--- config.mk ---
export PLATFORM = sky130hd
export DESIGN_NAME = twos_comp_serializer
export DESIGN_NICKNAME = d
export VERILOG_FILES = /design/src/rtl/twos_comp_serializer.sv
export SDC_FILE = /design/constraint.sdc
export NUM_CORES = 1
export LEC_CHECK = 0
export BUFFER_PORTS_ARGS = -buffer_cell sky130_fd_sc_hd__buf_2
export CAP_MARGIN = 30
export CORE_MARGIN = 8
export CORE_UTILIZATION = 46
export CTS_CLUSTER_SIZE = 10
export DETAILED_ROUTE_END_ITERATION = 10
export PLACE_DENSITY = 0.73
export REMOVE_ABC_BUFFERS = 1
export SLEW_MARGIN = 40
export SYNTH_ARGS = -nofsm -noshare
export SYNTH_HDL_FRONTEND = slang
export SYNTH_SLANG_ARGS = --single-unit
--- constraint.sdc ---
create_clock -name clk -period 1.45 [get_ports clk]
set_input_delay 0 -clock clk [delete_from_list [all_inputs] [get_ports clk]]
set_output_delay 0 -clock clk [all_outputs]
set_load 0.02 [all_outputs]
--- src/rtl/twos_comp_serializer.sv ---
// LSB-first parallel-to-serial feeder for the serial two's complementer.
// Optional even-parity trailer bit is built when TWOS_SER_PARITY_EN is defined.
module twos_comp_serializer #(
  parameter int WIDTH = 8
) (
  input  logic             clk,
  input  logic             reset,
  input  logic [WIDTH-1:0] word_In,
  input  logic             word_Valid,
  output logic             word_Ready,
  output logic             data_Out,
  output logic             sync_Out,
  output logic             bit_Valid,
  output logic             done,
  output logic [1:0]       State_out
);

  localparam int CW = (WIDTH > 1) ? $clog2(WIDTH) : 1;
  localparam logic [CW-1:0] LAST_CNT = CW'(WIDTH - 1);

  typedef enum logic [1:0] {
    IDLE   = 2'b00,
    SHIFT  = 2'b01
`ifdef TWOS_SER_PARITY_EN
    ,
    PARITY = 2'b10
`endif
  } state_t;

  state_t           state_q, state_d;
  logic [CW-1:0]    cnt_q, cnt_d;
  logic [WIDTH-1:0] shift_q, shift_d;
  logic             data_q, data_d;
  logic             sync_q, sync_d;
  logic             valid_q, valid_d;
  logic             done_q, done_d;
  logic             accept;
`ifdef TWOS_SER_PARITY_EN
  logic             parBit_q, parBit_d;
`endif

  assign accept = word_Valid && word_Ready;

  // Ready is offered in IDLE and in the final cycle of a word, so words chain without a gap.
  always_comb begin
    word_Ready = 1'b0;
    if (!reset) begin
      case (state_q)
        IDLE:   word_Ready = 1'b1;
`ifdef TWOS_SER_PARITY_EN
        SHIFT:  word_Ready = 1'b0;
        PARITY: word_Ready = 1'b1;
`else
        SHIFT:  word_Ready = (cnt_q == LAST_CNT);
`endif
        default: word_Ready = 1'b0;
      endcase
    end
  end

  always_comb begin
    state_d = state_q;
    cnt_d   = cnt_q;
    shift_d = shift_q;
`ifdef TWOS_SER_PARITY_EN
    parBit_d = parBit_q;
`endif
    case (state_q)
      IDLE: begin
        if (accept) begin
          state_d = SHIFT;
          cnt_d   = '0;
          shift_d = word_In;
`ifdef TWOS_SER_PARITY_EN
          parBit_d = ^word_In;
`endif
        end
      end
      SHIFT: begin
        if (cnt_q == LAST_CNT) begin
`ifdef TWOS_SER_PARITY_EN
          state_d = PARITY;
`else
          if (accept) begin
            state_d = SHIFT;
            cnt_d   = '0;
            shift_d = word_In;
          end else begin
            state_d = IDLE;
          end
`endif
        end else begin
          cnt_d   = cnt_q + CW'(1);
          shift_d = shift_q >> 1;
        end
      end
`ifdef TWOS_SER_PARITY_EN
      PARITY: begin
        if (accept) begin
          state_d  = SHIFT;
          cnt_d    = '0;
          shift_d  = word_In;
          parBit_d = ^word_In;
        end else begin
          state_d = IDLE;
        end
      end
`endif
      default: state_d = IDLE;
    endcase
  end

  // Serial outputs are registered, so derive them from the state being entered.
  always_comb begin
    data_d  = 1'b0;
    sync_d  = 1'b0;
    valid_d = 1'b0;
    done_d  = 1'b0;
    case (state_d)
      SHIFT: begin
        valid_d = 1'b1;
        data_d  = shift_d[0];
        sync_d  = (cnt_d == '0);
`ifndef TWOS_SER_PARITY_EN
        done_d  = (cnt_d == LAST_CNT);
`endif
      end
`ifdef TWOS_SER_PARITY_EN
      PARITY: begin
        valid_d = 1'b1;
        data_d  = parBit_d;
        done_d  = 1'b1;
      end
`endif
      default: ;
    endcase
  end

  always_ff @(posedge clk) begin
    if (reset) begin
      state_q <= IDLE;
      cnt_q   <= '0;
      shift_q <= '0;
      data_q  <= 1'b0;
      sync_q  <= 1'b0;
      valid_q <= 1'b0;
      done_q  <= 1'b0;
`ifdef TWOS_SER_PARITY_EN
      parBit_q <= 1'b0;
`endif
    end else begin
      state_q <= state_d;
      cnt_q   <= cnt_d;
      shift_q <= shift_d;
      data_q  <= data_d;
      sync_q  <= sync_d;
      valid_q <= valid_d;
      done_q  <= done_d;
`ifdef TWOS_SER_PARITY_EN
      parBit_q <= parBit_d;
`endif
    end
  end

  assign data_Out  = data_q;
  assign sync_Out  = sync_q;
  assign bit_Valid = valid_q;
  assign done      = done_q;
  assign State_out = state_q;

endmodule

==> flow_summary_export.csv, run 1 <==
group,metric,value,unit
global_routing,antenna_found_initial,0,
min_path,min_from,"reset",
global_routing,grt_max_degree,17,
synth,synth_most_common_cell,"dfxtp_1",
synth,syn_inst,88,
clock_tree,clkTransAtPathRegs,100,ps
worst_setup_path,cp-start-kind,"register",
sta,fin_crit,1450,ps
sta,period_share,100,%
pwr,power.leakage,0.000449,uW
synth,ys_top_cells_by_count,"dfxtp_1, nor2_1, a21oi_1, nand2_1",
clock_tree,clk_path_buf_depth,2,
worst_setup_path,cpPeakStageDelay,350,ps
route,drtIter0Drc,14,
route,firstDrtPassIters,4,
sta,fin_ws,-2.21,ps
status,violations,"negative setup slack",
route,vias_per_cell,5.64,
synth,netlist_area,798,sq um
cells_and_area,nets,127,
worst_setup_path,timing.rr.end,"shift_q[3]$_SDFFE_PP0N_",
synth,synth_top_area_cell,"dfxtp_1",
floorplan,die_h,57.7,um
worst_setup_path,startpoint,"cnt_q[1]$_SDFF_PP0_",
floorplan,design.core.area,1670,sq um
placed_design,portBuffers,17,
synth,yosys_warnings,0,
synth,ys.flop_type,"dfxtp_1",
cells_and_area,n_fill_cell,150,
global_routing,use_met2,17.2,%
sta,setup_viol,2,
clock_tree,numCtsBuffers,3,
worst_setup_path,rrSetupSlack,-2,ps
status,status,"complete, but fails checks",
sta,grt_setup_unrepaired,"yes",
cells_and_area,antennaDiodeCount,0,
global_routing,met3_usage,2.65,%
clock_tree,cts_root_buf,"clkbuf_4",
sta,max_freq,689,MHz
worst_setup_path,critPathSlowestCell,"dfxtp_2",
global_routing,grtUsageMet1,14.5,%
pwr,power,916,uW
worst_setup_path,cp.arrival,1690,ps
route,wirelength,1.88,mm
route,vias,733,
route,routedWlPerCell,14.5,um
clock_tree,cts_tree,"done",
sta,hold_violations,0,
synth,synth_seq_cells,17,
pwr,irDropWorstVdd,0.472,mV
sta,hold_ws,70.5,ps
floorplan,initial_utilization,47.8,%
worst_setup_path,crit_chain,"ha_4 -> ha_4 -> nand2b_4 -> clkbuf_16 -> a211o_1 -> a21oi_2",
worst_setup_path,cpMostUsedCell,"ha_4",
worst_setup_path,reg2reg_depth,6,
placed_design,post-place-ws,-47.3,ps
worst_setup_path,path_max_fanout,7,
global_routing,grt_usage,11.2,%
clock_tree,htreeDepth,1,
synth,synth_top_area_share,42.6,%
min_path,whs_path_depth,2,
run,cap_violations,0,
sta,drv_slew,0,
global_routing,grt_pass1_wl,3.04,mm
sta,finClkSkew,8.60,ps
placed_design,gp_congestion,0.839,
pwr,power.density,867,nW/um^2
synth,syn_area_per_cell,9.07,sq um
worst_setup_path,r2r_start,"cnt_q[1]$_SDFF_PP0_",
floorplan,std_cell_rows,15,
cells_and_area,drive_gt1_share,35.4,%
cells_and_area,areaGrowthSynthToFinish,32.4,%
worst_setup_path,crit_type,"reg -> reg",
global_routing,grt_pass1_vias,702,
synth,synthDistinctLibCells,26,
route,postRouteAntennaNets,0,
global_routing,grt_overflow,0,
placed_design,hpwl,1.22,mm
synth,synth_enable_flop_cells,0,
floorplan,dieWidth,57.7,um
worst_setup_path,cp-end-kind,"register",
clock_tree,clk_latency,290,ps
clock_tree,postCtsSetupRepairBufs,0,
synth,synth_seq_area_share,42.6,%
clock_tree,clock-sinks,17,
floorplan,die_area,3320,sq um
min_path,holdPathEnd,"cnt_q[2]$_SDFF_PP0_",
global_routing,grt-busiest-layer,"met2",
synth,synth_area_leaders,"dfxtp_1, mux2i_1, a21oi_1, buf_6, nor2_1",
min_path,min_path_type,"in -> reg",
route,drc,0,
worst_setup_path,cp.required,1690,ps
synth,async_reset_ff_share,0,%
floorplan,ioPinCount,18,
-- registers in the layout, summed over array words and instances (netlist names) --
name	count
shift_q	8
cnt_q	3
State_out	2
bit_Valid	1
data_Out	1
done	1
sync_Out	1
-- where the power goes --
| group | switching (uW) | internal, uW |
|---|---|---|
| clock | 151 | 107 |
| combinational | 79.8 | 77.4 |
| sequential | 14.7 | 487 |
| total | 245 | 671 |
-- per-layer routing --
| metal | part of all wire [%] | routed length [um] |
|---|---|---|
| met1 | 51 | 954 |
| met3 | 3.6 | 68 |
| met4 | 1.5 | 28 |
| met5 | 0 | 0 |
| met2 | 44 | 828 |
-- worst max path at each step --
stage / slack (ps) / cells past startpoint / to
after global placement: -20 / 6 / cnt_q[1]$_SDFF_PP0_
after detailed placement: -50 / 6 / cnt_q[1]$_SDFF_PP0_
after CTS: -50 / 6 / cnt_q[1]$_SDFF_PP0_
after global routing: -70 / 7 / sync_Out$_SDFF_PP0_
final: -2 / 6 / shift_q[3]$_SDFFE_PP0N_
after floorplan: -60 / 4 / shift_q[6]$_SDFFE_PP0N_
-- layout by cell type, fill, tap and decap left out, types with 5 or more instances in the layout --
cell type and n:
nand2_1 8, a211o_1 5, mux2i_1 5, dfxtp_1 15, buf_4 5, buf_2 17, a21oi_1 6, nor2_1 12
-- logic make-up (layout without fill, tap and decap cells) --
kind of cell,after synthesis,after routing,share of synthesized area [%]
flip-flops,17,17,42.6
multiplexers,5,5,6.27
buffers and inverters,6,31,6.58
adder cells (fa/ha/maj),2,2,3.13
other,1,1,0.470
AO/OA/AOI/OAI,24,24,20.5
AND/OR/NAND/NOR,33,33,20.4
-- final cells by class --
class                           instances  area, sq um  share of cell area, %
Clock buffer                            4         26.3                   2.49
Multi-Input combinational cell         65          469                   44.4
Sequential cell                        17          343                   32.4
Tap cell                               17         21.3                   2.01
Timing Repair Buffer                   27          198                   18.7
-- timing repair --
item	in CTS	in global routing
setup endpoints to repair	14	15
hold buffers	3	0
endpoints found under the hold margin	4	0
pin swaps	1	6
resized for setup	3	12
gates cloned	0	1
-- worst max-delay path: cells and delay by family, from the launching register on --
kind                       cells  cell delay (ps)
adders and majority gates      2              310
AOI/OAI and AO/OA              2              370
DFF                            1              350
and+or+nand+nor                1              180
buffers and inverters          1              170
-- stage by stage --
step / area, sq um / instances / utilization (%) / setup TNS, ps
CTS: 973 / 129 / 58.3 / -341
global placement: 910 / 122 / 54.5 / -15.5
detailed placement: 910 / 122 / 54.5 / -207
floorplan: 746 / 82 / - / -70.8
global route: 1060 / 130 / 63.3 / -541
finish: 1060 / 130 / 63.3 / -2.50
Note: power is estimated with default switching activity, not from simulation.
==> run 2: changes to the inputs <==
Settings changed: CORE_MARGIN 8 to 3, SKIP_LAST_GASP from default to 1.
==> run 2 against run 1 <==
Net effect: final area increased by 0.24%; worst setup slack improved by 6.7 ps; global-route usage increased by 7.7 points; critical path type unchanged; the flow now finishes without violations; register-to-register slack about the same; clock skew decreased by 0.77 ps.
==> flow_summary_export.csv, run 2 (synthesized netlist as in run 1, its figures left out) <==
group,metric,value,unit
placed_design,gp_congestion,0.830,
worst_setup_path,timing.rr.end,"shift_q[5]$_SDFFE_PP0N_",
sta,finClkSkew,7.83,ps
pwr,p_sw,231,uW
pwr,combPwrFrac,17.7,%
global_routing,grt_pass1_vias,704,
cells_and_area,final_common_cell,"buf_2",
sta,grt_setup_unrepaired,"yes",
placed_design,post-place-ws,-56.9,ps
worst_setup_path,cp-end-kind,"register",
worst_setup_path,r2r_start,"cnt_q[1]$_SDFF_PP0_",
global_routing,grt_overflow,0,
floorplan,design.core.area,1580,sq um
min_path,whs_path_depth,2,
clock_tree,numCtsBuffers,3,
route,vias,746,
run,cap_violations,0,
sta,setup_viol,0,
cells_and_area,drive_gt1_share,35.0,%
global_routing,grt_pass1_wl,2.97,mm
clock_tree,clk_path_buf_depth,2,
status,status,"finished clean",
sta,drv_slew,0,
placed_design,portBuffers,17,
clock_tree,htreeDepth,1,
route,vias_per_cell,5.61,
worst_setup_path,startpoint,"cnt_q[1]$_SDFF_PP0_",
clock_tree,clkTransAtPathRegs,100,ps
pwr,power.leakage,0.000462,uW
route,drc,0,
min_path,min_from,"word_Valid",
pwr,power.internal,672,uW
global_routing,grt_usage,19.0,%
placed_design,place_inst,123,
cells_and_area,top_register,"shift_q",
sta,fin_crit,1450,ps
cells_and_area,antennaDiodeCount,0,
route,routedWlPerCell,13.9,um
clock_tree,clk_latency,280,ps
floorplan,die_area,2270,sq um
pwr,seq_power_share,55.3,%
global_routing,grt_max_degree,14,
clock_tree,clock-sinks,17,
cells_and_area,final_cell_mix,"buf_2, dfxtp_1, nor2_1",
route,wirelength,1.85,mm
worst_setup_path,crit_type,"reg -> reg",
floorplan,dieWidth,47.7,um
floorplan,die_h,47.7,um
worst_setup_path,rrSetupSlack,5,ps
worst_setup_path,cp-start-kind,"register",
route,firstDrtPassIters,4,
route,postRouteAntennaNets,0,
cells_and_area,largest_reg_flops,8,
cells_and_area,nets,131,
sta,hold_violations,0,
sta,period_share,99.7,%
floorplan,initial_utilization,50.6,%
worst_setup_path,reg2reg_depth,6,
clock_tree,cts_tree,"done",
floorplan,std_cell_rows,14,
cells_and_area,layout.cells.non_filler,133,
sta,fin_ws,4.52,ps
global_routing,antenna_found_initial,0,
worst_setup_path,path_max_fanout,7,
sta,max_freq,692,MHz
worst_setup_path,cp.arrival,1660,ps
pwr,p_clk_share,27.0,%
pwr,power.density,853,nW/um^2
worst_setup_path,cp.required,1660,ps
pwr,irDropWorstVdd,0.735,mV
route,drtIter0Drc,17,
min_path,holdPathEnd,"State_out[0]$_SDFF_PP0_",
min_path,min_path_type,"in -> reg",
cells_and_area,areaGrowthSynthToFinish,32.8,%
floorplan,ioPinCount,18,
pwr,sw_frac_of_total,25.6,%
placed_design,hpwl,1.31,mm
clock_tree,cts_root_buf,"clkbuf_4",
==> run 2: layout make-up <==
cell class                      instances  area (sq um)
Fill cell                             135           517
Sequential cell                        17           343
Timing Repair Buffer                   31           211
Multi-Input combinational cell         65           459
Clock buffer                            4          26.3
Tap cell                               16          20.0
==> run 2: metrics by stage <==
stage                     util, %  cell area (sq um)  power, uW  setup TNS (ps)  hold slack, ps
after floorplan                 -                746        582           -70.8            69.1
after global placement       57.8                911        640               0             257
after detailed placement     57.8                911        646            -272             267
after CTS                    66.7               1050        912               0             153
after global routing         67.2               1060        954            -196             172
final                        67.2               1060        904               0             155
==> run 2: timing repair <==
item	4_1_cts	5_1_grt
hold buffers	4	0
pin swaps	3	7
resized for setup	12	5
setup endpoints to repair	13	11
hold endpoints to repair	7	0
setup buffers	3	0
==> run 2: worst max-delay path, stage by stage, from the launching register on <==
cell	delay (ps)
dfxtp_2	350
ha_4	160
ha_4	160
nand2b_4	170
buf_6	140
a211o_1	240
a21oi_1	140
==> run 2: metal layers <==
metal / track usage, % / share of wire (%) / up-vias
li1: - / - / 371
met1: 21.8 / 46 / 351
met2: 32.9 / 49 / 22
met3: 6.77 / 4.3 / 2
met4: 5.91 / 0.65 / 0
met5: 0 / 0 / -
==> run 2: power groups by stage <==
stage               logic, uW  clock network [uW]  registers (uW)
floorplan                61.0                   0             521
global placement          132                   0             509
detailed placement        137                   0             509
CTS                       156                 256             499
global route              175                 276             502
finish                    160                 244             500
==> run 2: how the worst max path moves through the flow <==
stage	to	slack (ps)	depth (start not counted)
floorplan	shift_q[6]$_SDFFE_PP0N_	-60	4
global placement	cnt_q[1]$_SDFF_PP0_	6	6
detailed placement	data_Out$_SDFF_PP0_	-60	6
CTS	shift_q[4]$_SDFFE_PP0N_	20	7
global route	shift_q[6]$_SDFFE_PP0N_	-50	6
finish	shift_q[5]$_SDFFE_PP0N_	5	6
==> run 3: changes to the inputs <==
Settings changed: SETUP_SLACK_MARGIN from default to 0.4.
==> run 3 against run 2 <==
Net effect: the flow now finishes with violations (negative setup slack); final area rose by 7.1%; core utilization rose by 4.8 points; flip-flop and latch count did not move; final cell count rose by 1.5%; power rose by 3.5%; clock skew rose by 1.7 ps; worst setup slack got worse by 5.9 ps; combinational power rose by 14%; register-to-register slack barely moved; global-route usage rose by 1.5 points; first-iteration DRC count did not move; clock power rose by 3%; largest cell class unchanged; largest power group unchanged.
==> flow_summary_export.csv, run 3 (synthesized netlist as in run 1, its figures left out) <==
group,metric,value,unit
worst_setup_path,cp-end-kind,"primary output",
placed_design,portBuffers,17,
route,vias_per_cell,5.72,
sta,fin_ws,-1.39,ps
global_routing,grt_pass1_vias,734,
route,met1Wirelength,890,um
worst_setup_path,crit_family,"flip-flops",
worst_setup_path,critPathBufInv,2,
route,vias,772,
route,drc,0,
worst_setup_path,cp.arrival,1450,ps
min_path,whs_path_depth,3,
pwr,power,935,uW
run,cap_violations,0,
placed_design,gp_congestion,0.830,
cells_and_area,final_common_cell,"buf_2",
worst_setup_path,cpMostUsedCell,"ha_4",
floorplan,initial_utilization,50.6,%
clock_tree,clk_latency,290,ps
global_routing,grt_max_degree,14,
cells_and_area,register_area,343,sq um
worst_setup_path,timing.rr.end,"shift_q[3]$_SDFFE_PP0N_",
floorplan,ioPinCount,18,
sta,finClkSkew,9.54,ps
cells_and_area,final_cell_mix,"buf_2, dfxtp_1, nor2_1",
floorplan,die_h,47.7,um
sta,setup_viol,1,
route,postRouteAntennaNets,0,
min_path,holdPathEnd,"State_out[0]$_SDFF_PP0_",
worst_setup_path,critPathSlowestCell,"dfxtp_2",
cells_and_area,nets,133,
global_routing,antenna_found_initial,0,
clock_tree,clock-sinks,17,
worst_setup_path,crit_chain,"ha_4 -> ha_4 -> nor2b_4 -> buf_6 -> nor3_2 -> buf_4",
floorplan,die_area,2270,sq um
cells_and_area,top_register,"shift_q",
status,status,"complete, but fails checks",
worst_setup_path,crit_type,"reg -> out",
clock_tree,cts_root_buf,"clkbuf_4",
pwr,power.leakage,0.000478,uW
worst_setup_path,cp.required,1450,ps
floorplan,dieWidth,47.7,um
sta,grt_setup_unrepaired,"yes",
pwr,power.density,824,nW/um^2
worst_setup_path,cpPeakStageDelay,350,ps
sta,max_freq,689,MHz
worst_setup_path,r2r_start,"cnt_q[1]$_SDFF_PP0_",
cells_and_area,antennaDiodeCount,0,
floorplan,std_cell_rows,14,
pwr,irDropWorstVdd,0.758,mV
worst_setup_path,path_max_fanout,4,
cells_and_area,drive_gt1_share,43.7,%
cells_and_area,multi_input_area,505,sq um
status,violations,"negative setup slack",
worst_setup_path,cp-start-kind,"register",
cells_and_area,largest_reg_flops,8,
route,top_layer_used,"met4",
cells_and_area,areaGrowthSynthToFinish,42.2,%
global_routing,grt_usage,20.5,%
route,firstDrtPassIters,4,
cells_and_area,design_area,1130,sq um
placed_design,hpwl,1.31,mm
cells_and_area,n_fill_cell,128,
clock_tree,clkTransAtPathRegs,100,ps
sta,period_share,100,%
clock_tree,htreeDepth,1,
route,wl_met3,108,um
placed_design,post-place-ws,-56.9,ps
route,wirelength,2.06,mm
sta,drv_slew,0,
clock_tree,cts_tree,"done",
placed_design,dpl_cell_area,911,sq um
sta,hold_ws,38.0,ps
global_routing,grt_overflow,0,
floorplan,design.core.area,1580,sq um
sta,hold_violations,0,
clock_tree,clk_path_buf_depth,2,
global_routing,grt_pass1_wl,3.20,mm
clock_tree,numCtsBuffers,3,
route,wl_met2,1.03,mm
route,routedWlPerCell,15.3,um
sta,fin_setup_tns,-1.39,ps
min_path,min_from,"reset",
worst_setup_path,reg2reg_depth,6,
route,drtIter0Drc,17,
sta,fin_crit,1450,ps
min_path,min_path_type,"in -> reg",
worst_setup_path,rrSetupSlack,-1,ps
run 3: changes by cell type in the layout (fill, tap and decap cells not counted), sizes merged:
cell	change
buf	+2
run 3: worst reg2reg max path, cell delays in order (launching register included):
cell,delay (ps)
dfxtp_2,350
ha_4,160
ha_4,160
nand2b_4,180
buf_6,150
a211o_1,270
a21oi_2,120
run 3: area by class of cell:
class                   instances  area share [%]
repair buffers                 33            21.2
flip-flops and latches         17            30.2
multi-input cells              65            44.5
clock buffers                   4            2.32
well taps                      16            1.76
run 3: layer usage:
metal	global-route usage (%)	vias up
met4	8.06	0
met3	7.52	4
met1	22.9	365
li1	-	373
met5	0	-
met2	35.3	30
run 3: power by group:
group	internal (uW)	switching, uW	leakage [uW]
logic	89.8	91.9	0.000323
registers	487	14.2	0.000140
clock network	107	145	0.0000150
run 3: worst max-delay path by stage:
stage,start,to,cells past startpoint
after global placement,cnt_q[1]$_SDFF_PP0_,cnt_q[1]$_SDFF_PP0_,6
after CTS,cnt_q[1]$_SDFF_PP0_,shift_q[4]$_SDFFE_PP0N_,6
final,cnt_q[1]$_SDFF_PP0_,word_Ready,6
after detailed placement,cnt_q[0]$_SDFF_PP0_,data_Out$_SDFF_PP0_,6
after floorplan,State_out[1]$_SDFF_PP0_,shift_q[6]$_SDFFE_PP0N_,4
after global routing,cnt_q[1]$_SDFF_PP0_,shift_q[1]$_SDFFE_PP0N_,7
run 3: timing repair:
item / CTS / global route
hold buffers: 4 / 0
setup endpoints to repair: 17 / 17
hold endpoints to repair: 7 / 0
gates resized for setup: 18 / 14
pin swaps: 11 / 5
setup buffers: 3 / 1
run 3: stage by stage:
stage          utilization [%]  instances
6_report                  72.0        135
5_1_grt                   72.0        135
4_1_cts                   68.2        134
3_5_place_dp              57.8        123
3_3_place_gp              57.8        123
2_1_floorplan                -         82
